### src/rtl/lat_inhib_arb_pkg.sv
// Shared layer dimensions and FSM state type for the lateral-inhibition arbiter.
package lat_inhib_arb_pkg;

  localparam int N2 = 8;
  localparam int WP = 24;

  typedef enum logic [1:0] {
    S_IDLE    = 2'd0,
    S_COLLECT = 2'd1,
    S_COMPARE = 2'd2,
    S_RESPOND = 2'd3
  } li_state_t;

  // Index width that stays legal for a single-neuron layer.
  function automatic int idx_w(input int n);
    return (n > 1) ? $clog2(n) : 1;
  endfunction

endpackage

### src/rtl/lat_inhib_arb_if.sv
// Neuron-side bundle of the lateral-inhibition arbiter: requests, potentials, spikes in; strobe and level out.
interface lat_inhib_arb_if
  import lat_inhib_arb_pkg::*;
#(
  parameter int N  = N2,
  parameter int W  = WP,
  parameter int IW = idx_w(N)
);

  logic           start_core_img;
  logic [N-1:0]   start_li;
  logic [N*W-1:0] potential;
  logic [N-1:0]   spike_op;
  logic           valid_li;
  logic [N-1:0]   won_lost;
  logic [IW-1:0]  winner_idx;
  logic           li;
  logic           busy;
  logic           li_overrun;

  modport slave (
    input  start_core_img, start_li, potential, spike_op,
    output valid_li, won_lost, winner_idx, li, busy, li_overrun
  );

  modport master (
    output start_core_img, start_li, potential, spike_op,
    input  valid_li, won_lost, winner_idx, li, busy, li_overrun
  );

endinterface

### src/rtl/lat_inhib_arb.sv
// Picks the max-potential requester and strobes a one-hot winner N cycles after the set closes.
// No backpressure: requests arriving during COMPARE/RESPOND are dropped and flagged in li_overrun.
module lat_inhib_arb
  import lat_inhib_arb_pkg::*;
#(
  parameter int N  = N2,
  parameter int W  = WP,
  parameter int TO = 255
) (
  input  logic             clk,
  input  logic             rst,
  lat_inhib_arb_if.slave   bus
);

  localparam int IW  = idx_w(N);
  localparam int TCW = $clog2(TO + 1);
  localparam logic [IW-1:0]  LAST_IDX = IW'(N - 1);
  localparam logic [TCW-1:0] TO_CNT   = TCW'(TO);

  li_state_t             r_state;
  logic [N-1:0]          r_seen;
  logic signed [W-1:0]   r_pot [N];
  logic [TCW-1:0]        r_tcnt;
  logic [IW-1:0]         r_idx;
  logic [IW-1:0]         r_best;
  logic signed [W-1:0]   r_best_pot;
  logic                  r_best_vld;
  logic                  r_valid;
  logic [N-1:0]          r_won;
  logic [IW-1:0]         r_win_idx;
  logic                  r_li;
  logic                  r_ovr;

  logic                  w_abort;
  logic                  w_accept;
  logic                  w_cap;
  logic [N-1:0]          w_seen_nxt;
  logic                  w_all_seen;
  logic signed [W-1:0]   w_cand;
  logic                  w_take;
  logic [IW-1:0]         w_best_nxt;
  logic signed [W-1:0]   w_best_pot_nxt;
  logic [N-1:0]          w_onehot;

  always_comb begin
    w_abort        = rst || bus.start_core_img;
    w_accept       = (r_state == S_IDLE) || (r_state == S_COLLECT);
    w_cap          = !w_abort && w_accept;
    w_seen_nxt     = r_seen | bus.start_li;
    w_all_seen     = &w_seen_nxt;
    w_cand         = r_pot[r_idx];
    // Strict greater-than keeps ties on the lowest index.
    w_take         = r_seen[r_idx] && (!r_best_vld || (w_cand > r_best_pot));
    w_best_nxt     = w_take ? r_idx : r_best;
    w_best_pot_nxt = w_take ? w_cand : r_best_pot;
    w_onehot             = '0;
    w_onehot[w_best_nxt] = 1'b1;
  end

  always_ff @(posedge clk) begin
    for (int i = 0; i < N; i++) begin
      if (w_cap && bus.start_li[i]) begin
        r_pot[i] <= bus.potential[i*W +: W];
      end
    end
  end

  always_ff @(posedge clk) begin
    if (w_abort) begin
      r_state    <= S_IDLE;
      r_seen     <= '0;
      r_tcnt     <= '0;
      r_idx      <= '0;
      r_best     <= '0;
      r_best_pot <= '0;
      r_best_vld <= 1'b0;
      r_valid    <= 1'b0;
      r_won      <= '0;
      r_win_idx  <= '0;
      r_li       <= 1'b0;
      r_ovr      <= 1'b0;
    end else begin
      r_valid <= 1'b0;
      r_won   <= '0;
      if (|bus.spike_op) begin
        r_li <= 1'b1;
      end
      case (r_state)
        S_IDLE: begin
          if (|bus.start_li) begin
            r_seen     <= w_seen_nxt;
            r_tcnt     <= '0;
            r_idx      <= '0;
            r_best_vld <= 1'b0;
            r_state    <= w_all_seen ? S_COMPARE : S_COLLECT;
          end
        end
        S_COLLECT: begin
          r_seen <= w_seen_nxt;
          r_tcnt <= r_tcnt + 1'b1;
          if (w_all_seen || (r_tcnt == TO_CNT)) begin
            r_idx      <= '0;
            r_best_vld <= 1'b0;
            r_state    <= S_COMPARE;
          end
        end
        S_COMPARE: begin
          if (|bus.start_li) begin
            r_ovr <= 1'b1;
          end
          r_best     <= w_best_nxt;
          r_best_pot <= w_best_pot_nxt;
          r_best_vld <= r_best_vld || w_take;
          // The last scan step also loads the response so it is visible the next cycle.
          if (r_idx == LAST_IDX) begin
            r_valid   <= 1'b1;
            r_won     <= w_onehot;
            r_win_idx <= w_best_nxt;
            r_state   <= S_RESPOND;
          end else begin
            r_idx <= r_idx + 1'b1;
          end
        end
        S_RESPOND: begin
          if (|bus.start_li) begin
            r_ovr <= 1'b1;
          end
          r_seen  <= '0;
          r_state <= S_IDLE;
        end
        default: r_state <= S_IDLE;
      endcase
    end
  end

  assign bus.valid_li   = r_valid;
  assign bus.won_lost   = r_won;
  assign bus.winner_idx = r_win_idx;
  assign bus.li         = r_li;
  assign bus.busy       = (r_state != S_IDLE);
  assign bus.li_overrun = r_ovr;

endmodule
### src/flat_wrapper.sv
// flat-port wrapper written by rule: the top's interface ports become plain ports
module lat_inhib_arb_flat import lat_inhib_arb_pkg::*;
#(
  parameter int N  = N2,
  parameter int W  = WP,
  parameter int TO = 255
)
  (clk, rst, bus_start_core_img, bus_start_li, bus_potential, bus_spike_op, bus_valid_li, bus_won_lost, bus_winner_idx, bus_li, bus_busy, bus_li_overrun);
  lat_inhib_arb_if #(.N(N), .W(W)) bus_i ();
  input  logic clk;
  input  logic rst;
  input wire logic [$bits(bus_i.start_core_img)-1:0] bus_start_core_img;
  input wire logic [$bits(bus_i.start_li)-1:0] bus_start_li;
  input wire logic [$bits(bus_i.potential)-1:0] bus_potential;
  input wire logic [$bits(bus_i.spike_op)-1:0] bus_spike_op;
  output wire logic [$bits(bus_i.valid_li)-1:0] bus_valid_li;
  output wire logic [$bits(bus_i.won_lost)-1:0] bus_won_lost;
  output wire logic [$bits(bus_i.winner_idx)-1:0] bus_winner_idx;
  output wire logic [$bits(bus_i.li)-1:0] bus_li;
  output wire logic [$bits(bus_i.busy)-1:0] bus_busy;
  output wire logic [$bits(bus_i.li_overrun)-1:0] bus_li_overrun;
  assign bus_i.start_core_img = bus_start_core_img;
  assign bus_i.start_li = bus_start_li;
  assign bus_i.potential = bus_potential;
  assign bus_i.spike_op = bus_spike_op;
  assign bus_valid_li = bus_i.valid_li;
  assign bus_won_lost = bus_i.won_lost;
  assign bus_winner_idx = bus_i.winner_idx;
  assign bus_li = bus_i.li;
  assign bus_busy = bus_i.busy;
  assign bus_li_overrun = bus_i.li_overrun;
  lat_inhib_arb #(.N(N), .W(W), .TO(TO)) u_core (.clk(clk), .rst(rst), .bus(bus_i));
endmodule
### config.mk
export PLATFORM = sky130hd
export DESIGN_NAME = lat_inhib_arb_flat
export DESIGN_NICKNAME = d
export VERILOG_FILES = /design/src/rtl/lat_inhib_arb_pkg.sv /design/src/rtl/lat_inhib_arb_if.sv /design/src/rtl/lat_inhib_arb.sv /design/src/flat_wrapper.sv
export SDC_FILE = /design/constraint.sdc
export NUM_CORES = 1
export LEC_CHECK = 0
export ABC_AREA = 0
export CORE_ASPECT_RATIO = 0.9
export CORE_UTILIZATION = 35
export DETAILED_ROUTE_END_ITERATION = 6
export GPL_ROUTABILITY_DRIVEN = 1
export PLACE_DENSITY = 0.67
export SYNTH_ARGS = -nofsm -noshare
export SYNTH_HDL_FRONTEND = slang
export SYNTH_SLANG_ARGS = --single-unit
### constraint.sdc
create_clock -name clk -period 4.6 [get_ports clk]
set_input_delay 0.92 -clock clk [delete_from_list [all_inputs] [get_ports clk]]
set_output_delay 0.92 -clock clk [all_outputs]
set_load 0.1 [all_outputs]
Yosys cells after proc, flatten, opt, wreduce, memory -nomap -nowiden:

Memories as Yosys holds them, arrays and structs flattened. A register that Yosys moved wholly into a read port is not among the register bits.
Index checks and enable logic that the tools add are counted.

* $add $sub $neg: 2
* order comparisons: 4
* equal/unequal tests: 9
* multiplexer cells: 40
* bitwise logic cells: 3
* reductions and logical operators: 37

Operators with widths (count)
* $gt 24x24->1: 1
* $pmux 8 s3: 1
* $mux 1: 21
* $mux 3: 6
* $mux 8: 2
* $pmux 8 s2: 1
* $reduce_or 8->1: 2
* $logic_and 1x1->1: 11
* $reduce_and 2->1: 5
* $pmux 3 s3: 1
* $add 8x1->8 const B: 1
* $eq 8x8->1 const B: 1
* $lt 3x4->1 const B: 2
* $mux 2: 4
* $or 8x8->8: 1
* $pmux 2 s4: 1
* $reduce_and 8->1: 1
* $ne 2x2->1 const B: 3
* $reduce_and 3->1: 2
* $reduce_bool 3->1: 2
* $logic_or 1x1->1: 5
* $eq 2x2->1 const B: 2
* $reduce_and 4->1: 1
* $reduce_bool 2->1: 2
* 13 further kinds: 16

* bits in registers: 63
* RAM bits: 192
* bits of input ports: 211
* output and inout port bits: 15
* logic and storage cells: 108
* memories: 1

Memories
* u_core.r_pot: depth 8, bits a word 24, read ports 1, clocked after Yosys merged registers in 1, write ports 8, line lat_inhib_arb.sv:22 `logic signed [W-1:0] r_pot [N];`

Longest topological paths before layout:

Gate-level depths: netlist of the first run.

* word-level depth: 8
* depth in mapped cells: 14
* gate-level depth less buffers: 10

Least setup slack after synthesis of the first run:

OpenSTA, ideal clock, no wires.

* path type: flip-flop to flip-flop
* from: register (tool-made name)
* to: register u_core.r_won[0] (netlist: u_core.bus.won_lost[0])
* library setup time: 123 ps
* arrival: 3805 ps
* required time: 4477 ps
* path slack: 672 ps
* stages on the path, launching flop included: 13
* buffers on the path: 2
* clock period less this slack: 3928 ps
* cells stage by stage: dfxtp_1 > buf_2 > buf_2 > mux4_2 > mux2_2 > ha_1 > and4_1 > nand4_2 > nor4_4 > o21ai_2 > and4_1 > nor3_4 > mux2_1

RTL lines
* end signal, assigned: line lat_inhib_arb.sv:117 `r_won <= w_onehot;`
* end, declared: line lat_inhib_arb.sv:29 `logic [N-1:0] r_won;`

==> results.md, run 1 <==
* Slew Limit Fails at 0
* Syn_nets at 940
* Kind of start point of the critical path: register
* Worst rel slew slack at about 34%
* Post_cts resized at 0
* Post-synthesis async set-or-reset flop share at 0%
* Vias in the first global route at 7185
* Post-CTS setup buffers at 0
* R2R Path End: u_core.bus.won_lost[0]
* Worst path arrival time at 4.46 ns
* Iter 0 DRT Violations at 546
* P_leak at roughly 0.0048 µW
* All-Layer GR Usage at between 10% and 20%
* Worst Skew at ~0.017 ns
* Pin count of the biggest net entering global routing at slightly above 60
* Post-synthesis sequential area ratio at 65.7%
* Clock transition at path regs at 0.06 ns
* Final-layout fill cell count at ~2600
* PortBufs at ~230
* Placed insts at between 1000 and 1500
* Status: complete, no violations
* Reg2reg setup slack at 0.58 ns
* DIE HEIGHT at 169 µm
* Number of synthesized flops with an enable pin at between 150 and 200
* Vias per cell at 4.94
* GPL Wtd Cong at between 0.7 and 0.8
* Max-cap viol count at 0
* DR WL/cell at just over 20 µm
* Cts hold-fix bufs at 0
* Syn-to-layout area delta at 34.3%
* Worst Hold Endpoint: u_core.r_best_pot[9]
* Register bit total from synthesis at about 260
* HP Start: u_core.r_best_pot[9]
* DRC viols at 0
* Num CTS Buffers at 28
* Initial antenna violation count at 4
* Fin nets at between 1000 and 1500
* TritonCTS clock tree: done
* WP data required at between 5 and 6 ns
* H-tree Lvls at 1
* Post-layout min period at 4.02 ns
* RSZ-0062 raised after global routing: no
* First-pass GRT wire length at between 40 and 50 mm
* Total number of vias at between 6000 and 7000
* HPWL Detailed at between 15 and 20 mm
* Root buf cell: clkbuf_16
* Total gr overflow at 0
* Worst skew pair latency at between 0.5 and 0.6 ns
* Slew @ Worst Pin at just under 1 ns
* Cell count after synthesis at 697
* CP endpoint kind: register
* Pwr dens at approximately 360 nW/µm²
* Drt pass-1 iters at 5
* Cell Rows at 60
* Peak supply drop at approximately 0.00042 V
* YS warnings at 0
* Mapped cell area at 10800 µm²
* Max clock buf depth at 3
* Fin crit share at 87.5%
* Critical path type: register to register
* CP Max Fanout at 18
* Antenna-violating nets left at 0
* Die width at about 190 µm
* Post-Route Setup TNS at 0 ns
* DRT Wirelength at around 28 mm
* Hold WC Path Type: register to register
* Initial Util at a little over a third
* Final Non-Filler Cells at 1367
* Die Area at roughly 32000 µm²
* Post-synthesis cell type count at 50
* # IOs at ~230
* Layout cells sized above 1 at about 15%
* Ys flop type: edfxtp_1
* Number of setup violations in the final report at 0
* Average size of a mapped cell at about 15 µm²
* Core Area at around 30000 µm²
* Clock sinks at between 200 and 300
* F_max at 249 MHz
* R2R cell count at 11
* Hold path cells at 2
* Final Hold Fails at 0
[layout make-up]
class,instances,area (µm²),area share (%)
Clock inverter,15,168,1.16
Clock buffer,36,731,5.04
Timing Repair Buffer,244,2420,16.7
Tap cell,403,504,3.48
Antenna cell,2,5.00,0.0345
Sequential cell,258,7090,49.0
Inverter,32,120,0.829
Multi-Input combinational cell,377,3450,23.8
[flip-flops by register name, indices dropped and copies added (netlist names), named ones only]
| register | count |
|---|---|
| u_core.bus.li | 1 |
| u_core.bus.li_overrun | 1 |
| u_core.bus.valid_li | 1 |
| u_core.bus.winner_idx | 3 |
| u_core.bus.won_lost | 8 |
| u_core.r_best | 3 |
| u_core.r_best_pot | 24 |
| u_core.r_best_vld | 1 |
| u_core.r_idx | 3 |
| u_core.r_pot | 192 |
| u_core.r_seen | 8 |
| u_core.r_state | 2 |
| u_core.r_tcnt | 8 |
[cells in the mapped netlist, types with 4 or more instances]
master / instances / area share [%]
mux2i_1: 35 / 3.2
nor4_1: 6 / 0.35
nand4_1: 7 / 0.41
o21ai_0: 9 / 0.42
edfxtp_1: 192 / 53
nand3_1: 6 / 0.28
buf_1: 4 / 0.14
and3_1: 4 / 0.23
ha_1: 32 / 3.7
nor2_1: 35 / 1.2
inv_1: 32 / 1.1
a21oi_1: 16 / 0.74
clkbuf_1: 19 / 0.66
nand3b_1: 4 / 0.28
xor2_1: 6 / 0.49
a22oi_1: 12 / 0.84
nand2_1: 74 / 2.6
a31oi_1: 4 / 0.23
o31ai_1: 4 / 0.28
buf_2: 4 / 0.19
o22ai_1: 4 / 0.23
dfxtp_1: 66 / 12
mux4_2: 50 / 10
and2_1: 10 / 0.58
mux2_2: 24 / 2.5
[worst max-delay path by stage]
stage | start | end
finish | register | u_core.bus.won_lost[0]
global route | register | u_core.bus.won_lost[0]
CTS | register | u_core.bus.won_lost[0]
detailed placement | register | u_core.bus.won_lost[0]
global placement | register | u_core.bus.won_lost[0]
floorplan | register | u_core.bus.won_lost[0]
[stage by stage]
stage                     total power [µW]  utilization, %  instance area (µm²)  setup WS (ns)  hold WS [ns]
final                                 5200            48.1                14500          0.576         0.458
after global routing                  5370            48.1                14500          0.253         0.472
after CTS                             5250            48.1                14500          0.508         0.458
after detailed placement              3050            45.1                13600          0.548         0.448
after global placement                3050            45.1                13600          0.619         0.442
after floorplan                       2780               -                10800          0.672         0.435
[cell families (layout without fill, tap and decap cells)]
family | after synthesis | in the layout | share of synthesized area, %
flops | 258 | 258 | 65.7
mux | 110 | 110 | 16.3
buf+inv | 62 | 327 | 2.41
other cells | 0 | 2 | 0
compound gates | 69 | 69 | 4.31
fa+ha+maj | 32 | 32 | 3.71
xor+xnor | 6 | 6 | 0.487
simple gates | 160 | 160 | 7.09
[report_power, final]
group          switching, µW  internal, µW
clock network            909          1290
registers               22.5          2570
logic                    174           230
total                   1110          4090
[metal layers]
metal	routed length [µm]	track usage (%)	share of wire [%]
met5	22	0	0.079
met4	674	4.92	2.4
met3	1920	4.17	6.9
met2	13100	29.1	47
met1	12100	23.7	44
[cells in the final DEF, fill, tap and decap left out, types with 3 or more instances in the layout]
master             n
clkdlybuf4s50_1  225
edfxtp_1         192
nand2_1           74
dfxtp_1           64
mux4_2            50
mux2i_1           35
nor2_1            34
inv_1             32
ha_1              32
clkbuf_16         28
mux2_2            24
buf_4             17
a21oi_1           16
a22oi_1           12
and2_1            10
o21ai_0            9
clkbuf_1           8
nand4_1            7
nand3_1            6
nor4_1             6
xor2_1             6
clkinv_1           6
clkinv_2           5
nand3b_1           4
o31ai_1            4
a31oi_1            4
and3_1             4
o22ai_1            4
a41oi_1            3
nor2b_1            3
bufinv_16          3
[worst max-delay path, stage by stage, from the launching register on]
cell     delay [ns]
dfxtp_4        0.58
buf_12         0.23
mux4_2         0.53
mux2_2         0.29
ha_1           0.29
and4_1         0.25
nand4_2        0.15
nor4_4         0.34
o21ai_2        0.13
and4_1         0.28
nor3_4         0.41
mux2_1         0.38
Note: power is estimated with default switching activity, not from simulation.
==> run 2: changes to the inputs <==
GPL_TIMING_DRIVEN = 0   (was not set)
clock period = 4.1 ns   (was 4.6 ns; I/O delays follow)
==> run 2 against run 1 <==
Net effect: sequential cell count unchanged; global-route usage down 0.15 points; clock skew is 0.0023 ns higher; total power is 11% higher; cell count grew 1.1%; die area unchanged; register-to-register slack got worse by 0.38 ns; count of clock-buffer cells in the layout up 1; critical path depth rose by 3; core utilization rose by 0.18 points; fmax grew 3.2%; critical endpoint is now u_core.r_best_pot[18]; largest cell class unchanged.
==> results.md, run 2 (synthesized netlist as in run 1, its figures left out) <==
* Clock sinks at 258 (unchanged)
* Most common cell after layout, fill and taps aside: clkdlybuf4s50_1
* Pin count of the biggest net entering global routing at 25 (-59%)
* Max-cap viol count at 0 (unchanged)
* Iter 0 DRT Violations at 370 (-32%)
* Fin util at 48.3% (+0.18 points)
* Initial Util at 35.8% (unchanged)
* Layout cells sized above 1 at 15.1% (+0.48 points)
* First-pass GRT wire length at 41.7 mm (-1.1%)
* PortBufs at 225 (unchanged)
* Peak supply drop at 0.000258 V (-39%)
* Largest registers: u_core.r_pot (192), u_core.r_best_pot (24)
* Total number of vias at 6719 (-0.56%)
* CP Max Fanout at 10 (-8)
* Slew @ Worst Pin at 1.04 ns (+0.0537 ns)
* Tot Pwr at 5760 µW (+11%)
* Max clock buf depth at 3 (unchanged)
* # IOs at 226 (unchanged)
* F_max at 256 MHz (+3.2%)
* Total gr overflow at 0 (unchanged)
* Clock transition at path regs at 0.06 ns (about the same)
* DRC viols at 0 (unchanged)
* Number of setup violations in the final report at 0 (unchanged)
* Vias per cell at 4.86 (-1.6%)
* Die Area at 31500 µm² (unchanged)
* HPWL Detailed at 19.9 mm (-0.48%)
* Final Hold Fails at 0 (unchanged)
* Die width at 187 µm (unchanged)
* Status: complete, no violations
* Worst Skew at 0.0191 ns (+0.00234 ns)
* H-tree Lvls at 1 (unchanged)
* Final instance area at 14500 µm² (+0.38%)
* Worst rel slew slack at 30.6% (-3.6 points)
* Post-Route Setup TNS at 0 ns (unchanged)
* Initial antenna violation count at 1 (-3)
* Fin crit share at 95.1% (+7.7 points)
* Syn-to-layout area delta at 34.8%
* Most frequent cells in the layout: clkdlybuf4s50_1 (225), edfxtp_1 (192), nand2_1 (74)
* Worst skew pair latency at 0.56 ns (about the same)
* P_leak at 0.00479 µW (+0.28%)
* Cell Rows at 60 (unchanged)
* HP Start: u_core.r_best_pot[22]
* Vias in the first global route at 7093 (-1.3%)
* DR WL/cell at 20.0 µm (-1.8%)
* Fin nets at 1199 (+1.3%)
* Antenna-violating nets left at 0 (unchanged)
* Hold WC Path Type: register to register
* DP Area at 13600 µm² (about the same)
* DIE HEIGHT at 169 µm (unchanged)
* Largest register FFs at 192 (unchanged)
* Largest register by flop count: u_core.r_pot
* Final-layout fill cell count at 2582 (+0.78%)
* CP endpoint kind: register
* Post-layout min period at 3.90 ns (-0.123 ns)
* Num CTS Buffers at 28 (unchanged)
* Slew Limit Fails at 0 (unchanged)
* GPL Wtd Cong at 0.827 (+4.2%)
* Drt pass-1 iters at 5 (unchanged)
* Worst path arrival time at 4.37 ns (-0.09 ns)
* Root buf cell: clkbuf_16
* All-Layer GR Usage at 17.6% (-0.15 points)
* Core Area at 30100 µm² (unchanged)
* Kind of start point of the critical path: register
* TritonCTS clock tree: done
* DRT Wirelength at 27.6 mm (-0.74%)
* Critical path type: register to register
* WP data required at 4.57 ns (-0.46 ns)
* Pwr dens at 396 nW/µm² (+10%)
[run 2: cell count changes in the layout (fill, tap and decap cells not counted), sizes merged]
cell / delta
clkinv: +1
clkbuf: +21
buf: -5
diode: -1
bufinv: -1
[run 2: what timing repair did]
action | 4_1_cts | 5_1_grt
setup buffers | 1 | 2
resized for setup | 24 | 6
pin swaps | 1 | 3
setup endpoints to repair | 38 | 35
hold buffers | 0 | 0
[run 2: worst max-delay path, cell delays in order (launching register included)]
cell      delay (ns)
dfxtp_1         0.35
clkbuf_4        0.27
clkbuf_2        0.34
mux4_2          0.36
mux2_2          0.33
ha_1            0.34
a21o_1          0.19
a221o_1         0.32
a21oi_1         0.16
o21a_1          0.22
a211o_1         0.19
and3_4          0.18
buf_6           0.16
buf_6           0.20
mux2i_1         0.20
[run 2: per-stage QoR]
step                setup slack (ns)  hold slack, ns  std cells
CTS                           0.0165           0.458       1379
global placement              -0.811           0.443       1325
detailed placement            -0.805           0.450       1326
global route                 -0.0236           0.472       1382
floorplan                      0.172           0.435        697
finish                         0.199           0.456       1382
[run 2: layout make-up]
cell class	count	area (µm²)	area share, %
sequential	258	7090	48.7
antenna	1	2.50	0.0172
tap	403	504	3.47
clock inverter	15	143	0.981
buffer	30	190	1.31
clock buffer	37	734	5.05
timing repair buffer	229	2300	15.8
multi-input combinational	377	3460	23.8
inverter	32	120	0.826
[run 2: final timing paths]
check | to | depth (start not counted) | slack (ns)
max | u_core.r_best_pot[18] | 14 | 0.20
max reg2reg | u_core.r_best_pot[18] | 14 | 0.20
min reg2reg | u_core.r_best_pot[22] | 2 | 0.46
min | u_core.r_best_pot[22] | 2 | 0.46
[run 2: layer usage]
metal	vias up	global-route usage [%]	share of wire, %
li1	3196	-	-
met1	3251	22.6	42
met2	236	30.0	49
met3	36	4.23	6.8
met4	0	4.53	2.2
met5	-	0	0
[run 2: report_power, final]
| group | total [µW] | internal [µW] | switching, µW |
|---|---|---|---|
| clock network | 2410 | 1390 | 1020 |
| registers | 2910 | 2890 | 20.9 |
| logic | 446 | 255 | 191 |
| total | 5760 | 4530 | 1230 |
==> run 3: changes to the inputs <==
TNS_END_PERCENT = 20   (was not set)
clock period = 3.6 ns   (was 4.1 ns; I/O delays follow)
==> run 3 against run 2 <==
Net effect: core utilization rose by 1.5 points; global-route usage rose by 0.45 points; first-iteration DRC count rose by 19%; register-to-register slack got worse by 0.14 ns; setup slack got worse by 0.14 ns; die area did not move; sequential share of layout area fell by 1.4 points; sequential cell count did not move.
==> results.md, run 3 (synthesized netlist as in run 1, its figures left out) <==
* CP endpoint kind: register
* Final-layout fill cell count at 2520 (-2.4%)
* Most frequent cells in the layout: clkdlybuf4s50_1 (225), edfxtp_1 (192), nand2_1 (74)
* Vias in the first global route at 7159 (+0.93%)
* Drt pass-1 iters at 5 (unchanged)
* Antenna-violating nets left at 0 (unchanged)
* Peak supply drop at 0.000386 V (+50%)
* Core Area at 30100 µm² (unchanged)
* Largest register by flop count: u_core.r_pot
* Max clock buf depth at 3 (unchanged)
* Post-Route Setup TNS at 0 ns (unchanged)
* Slew @ Worst Pin at 1.35 ns (+0.308 ns)
* Critical path type: register to register
* Worst rel slew slack at 10.3% (-20 points)
* F_max at 283 MHz (+10%)
* Worst Skew at 0.0578 ns (+0.0387 ns)
* DRT Wirelength at 28.8 mm (+4.2%)
* Status: complete, no violations
* P_leak at 0.00497 µW (+3.8%)
* All-Layer GR Usage at 18.1% (+0.45 points)
* WP data required at 4.02 ns (-0.55 ns)
* TritonCTS clock tree: done
* Crit-path cells: buf_12 -> buf_12 -> mux4_2 -> mux2_4 -> ha_4 -> nand4_1 -> buf_6 -> o221ai_2 -> nor2_1 -> o21a_2 -> buf_12 -> a211oi_4 -> nor3_4 -> mux2_4
* Total number of vias at 6909 (+2.8%)
* Cell Rows at 60 (unchanged)
* Hold WC Path Type: register to register
* Pwr dens at 443 nW/µm² (+12%)
* DRC viols at 0 (unchanged)
* HPWL Detailed at 19.9 mm (+0.15%)
* Number of setup violations in the final report at 0 (unchanged)
* CP most frequent cell: buf_12
* Final instance area at 15000 µm² (+3.1%)
* H-tree Lvls at 1 (unchanged)
* DR WL/cell at 20.5 µm (+2.7%)
* Die width at 187 µm (unchanged)
* GPL Wtd Cong at 0.818 (-1.2%)
* Initial Util at 35.8% (unchanged)
* First-pass GRT wire length at 42.8 mm (+2.8%)
* Die Area at 31500 µm² (unchanged)
* Fin crit share at 98.3% (+3.1 points)
* Max-cap viol count at 0 (unchanged)
* Num CTS Buffers at 28 (unchanged)
* DIE HEIGHT at 169 µm (unchanged)
* Worst skew pair latency at 0.58 ns (+0.02 ns)
* Slowest stage delay, CP at 0.53 ns (+0.17 ns)
* Vias per cell at 4.93 (+1.4%)
* Worst path arrival time at 3.95 ns (-0.42 ns)
* Clock sinks at 258 (unchanged)
* PortBufs at 225 (unchanged)
* Clock transition at path regs at 0.06 ns (about the same)
* Syn-to-layout area delta at 38.9%
* DP Area at 13600 µm² (+0.17%)
* Pin count of the biggest net entering global routing at 25 (unchanged)
* Largest registers: u_core.r_pot (192), u_core.r_best_pot (24)
* Root buf cell: clkbuf_16
* Largest register FFs at 192 (unchanged)
* # IOs at 226 (unchanged)
* Total gr overflow at 0 (unchanged)
* Slowest library cell on the worst path: mux4_2
* Kind of start point of the critical path: register
* Post-layout min period at 3.54 ns (-0.362 ns)
* Most common cell after layout, fill and taps aside: clkdlybuf4s50_1
* Tot Pwr at 6650 µW (+15%)
* Iter 0 DRT Violations at 440 (+19%)
* Initial antenna violation count at 2 (+1)
* Final Hold Fails at 0 (unchanged)
* CP Max Fanout at 5 (-5)
* RSZ-0062 raised after global routing: yes
* Slew Limit Fails at 0 (unchanged)
* Layout cells sized above 1 at 18.2% (+3.0 points)
* Fin nets at 1219 (+1.7%)
[run 3: critical path: cells and delay by family, from the launching register on]
kind,cells,cell delay (ns)
AO/OA/AOI/OAI,3,0.74
adder cells (fa/ha/maj),1,0.28
buffers and inverters,4,0.56
flip-flops,1,0.39
multiplexers,3,1.16
AND/OR/NAND/NOR,3,0.28
[run 3: final timing paths]
check	cells after the start	end	start	slack, ns
setup reg to reg	14	u_core.bus.won_lost[0]	register	0.06
hold reg to reg	2	u_core.r_best_pot[17]	u_core.r_best_pot[17]	0.46
hold / removal	2	u_core.r_best_pot[17]	u_core.r_best_pot[17]	0.46
setup / recovery	14	u_core.bus.won_lost[0]	register	0.06
[run 3: through the flow]
stage	cells	setup WS, ns	hold slack (ns)	util (%)
2_1_floorplan	697	0.0112	0.435	-
3_3_place_gp	1325	-0.781	0.442	45.2
3_5_place_dp	1325	-0.803	0.448	45.2
4_1_cts	1386	0.00000755	0.459	48.9
5_1_grt	1402	-0.0428	0.470	49.8
6_report	1402	0.0617	0.458	49.8
[run 3: routing by layer]
metal | wire, µm | vias up | track usage (%)
met4 | 654 | 0 | 4.74
met5 | 0 | - | 0
li1 | - | 3233 | -
met1 | 12000 | 3398 | 22.7
met2 | 14300 | 233 | 31.6
met3 | 1730 | 45 | 3.86
[run 3: area by class of cell]
cell class / instances / area (µm²) / area share (%)
Sequential cell: 258 / 7090 / 47.3
Multi-Input combinational cell: 377 / 3610 / 24.1
Timing Repair Buffer: 250 / 2490 / 16.6
Clock buffer: 35 / 727 / 4.85
Tap cell: 403 / 504 / 3.36
Buffer: 29 / 268 / 1.79
Clock inverter: 16 / 173 / 1.15
Inverter: 32 / 120 / 0.801
Antenna cell: 2 / 5.00 / 0.0334
[run 3: what timing repair did]
item | CTS | global route
resized for setup | 34 | 36
gates cloned | 0 | 1
buffers inserted | 10 | 14
endpoints found under the setup margin | 38 | 37
hold buffers | 0 | 0
pin swaps | 7 | 10
[run 3: power by group]
| part | internal, µW | switching, µW | total (µW) |
|---|---|---|---|
| logic | 303 | 225 | 528 |
| clock network | 1640 | 1160 | 2800 |
| registers | 3290 | 25.3 | 3320 |
| total | 5240 | 1410 | 6650 |
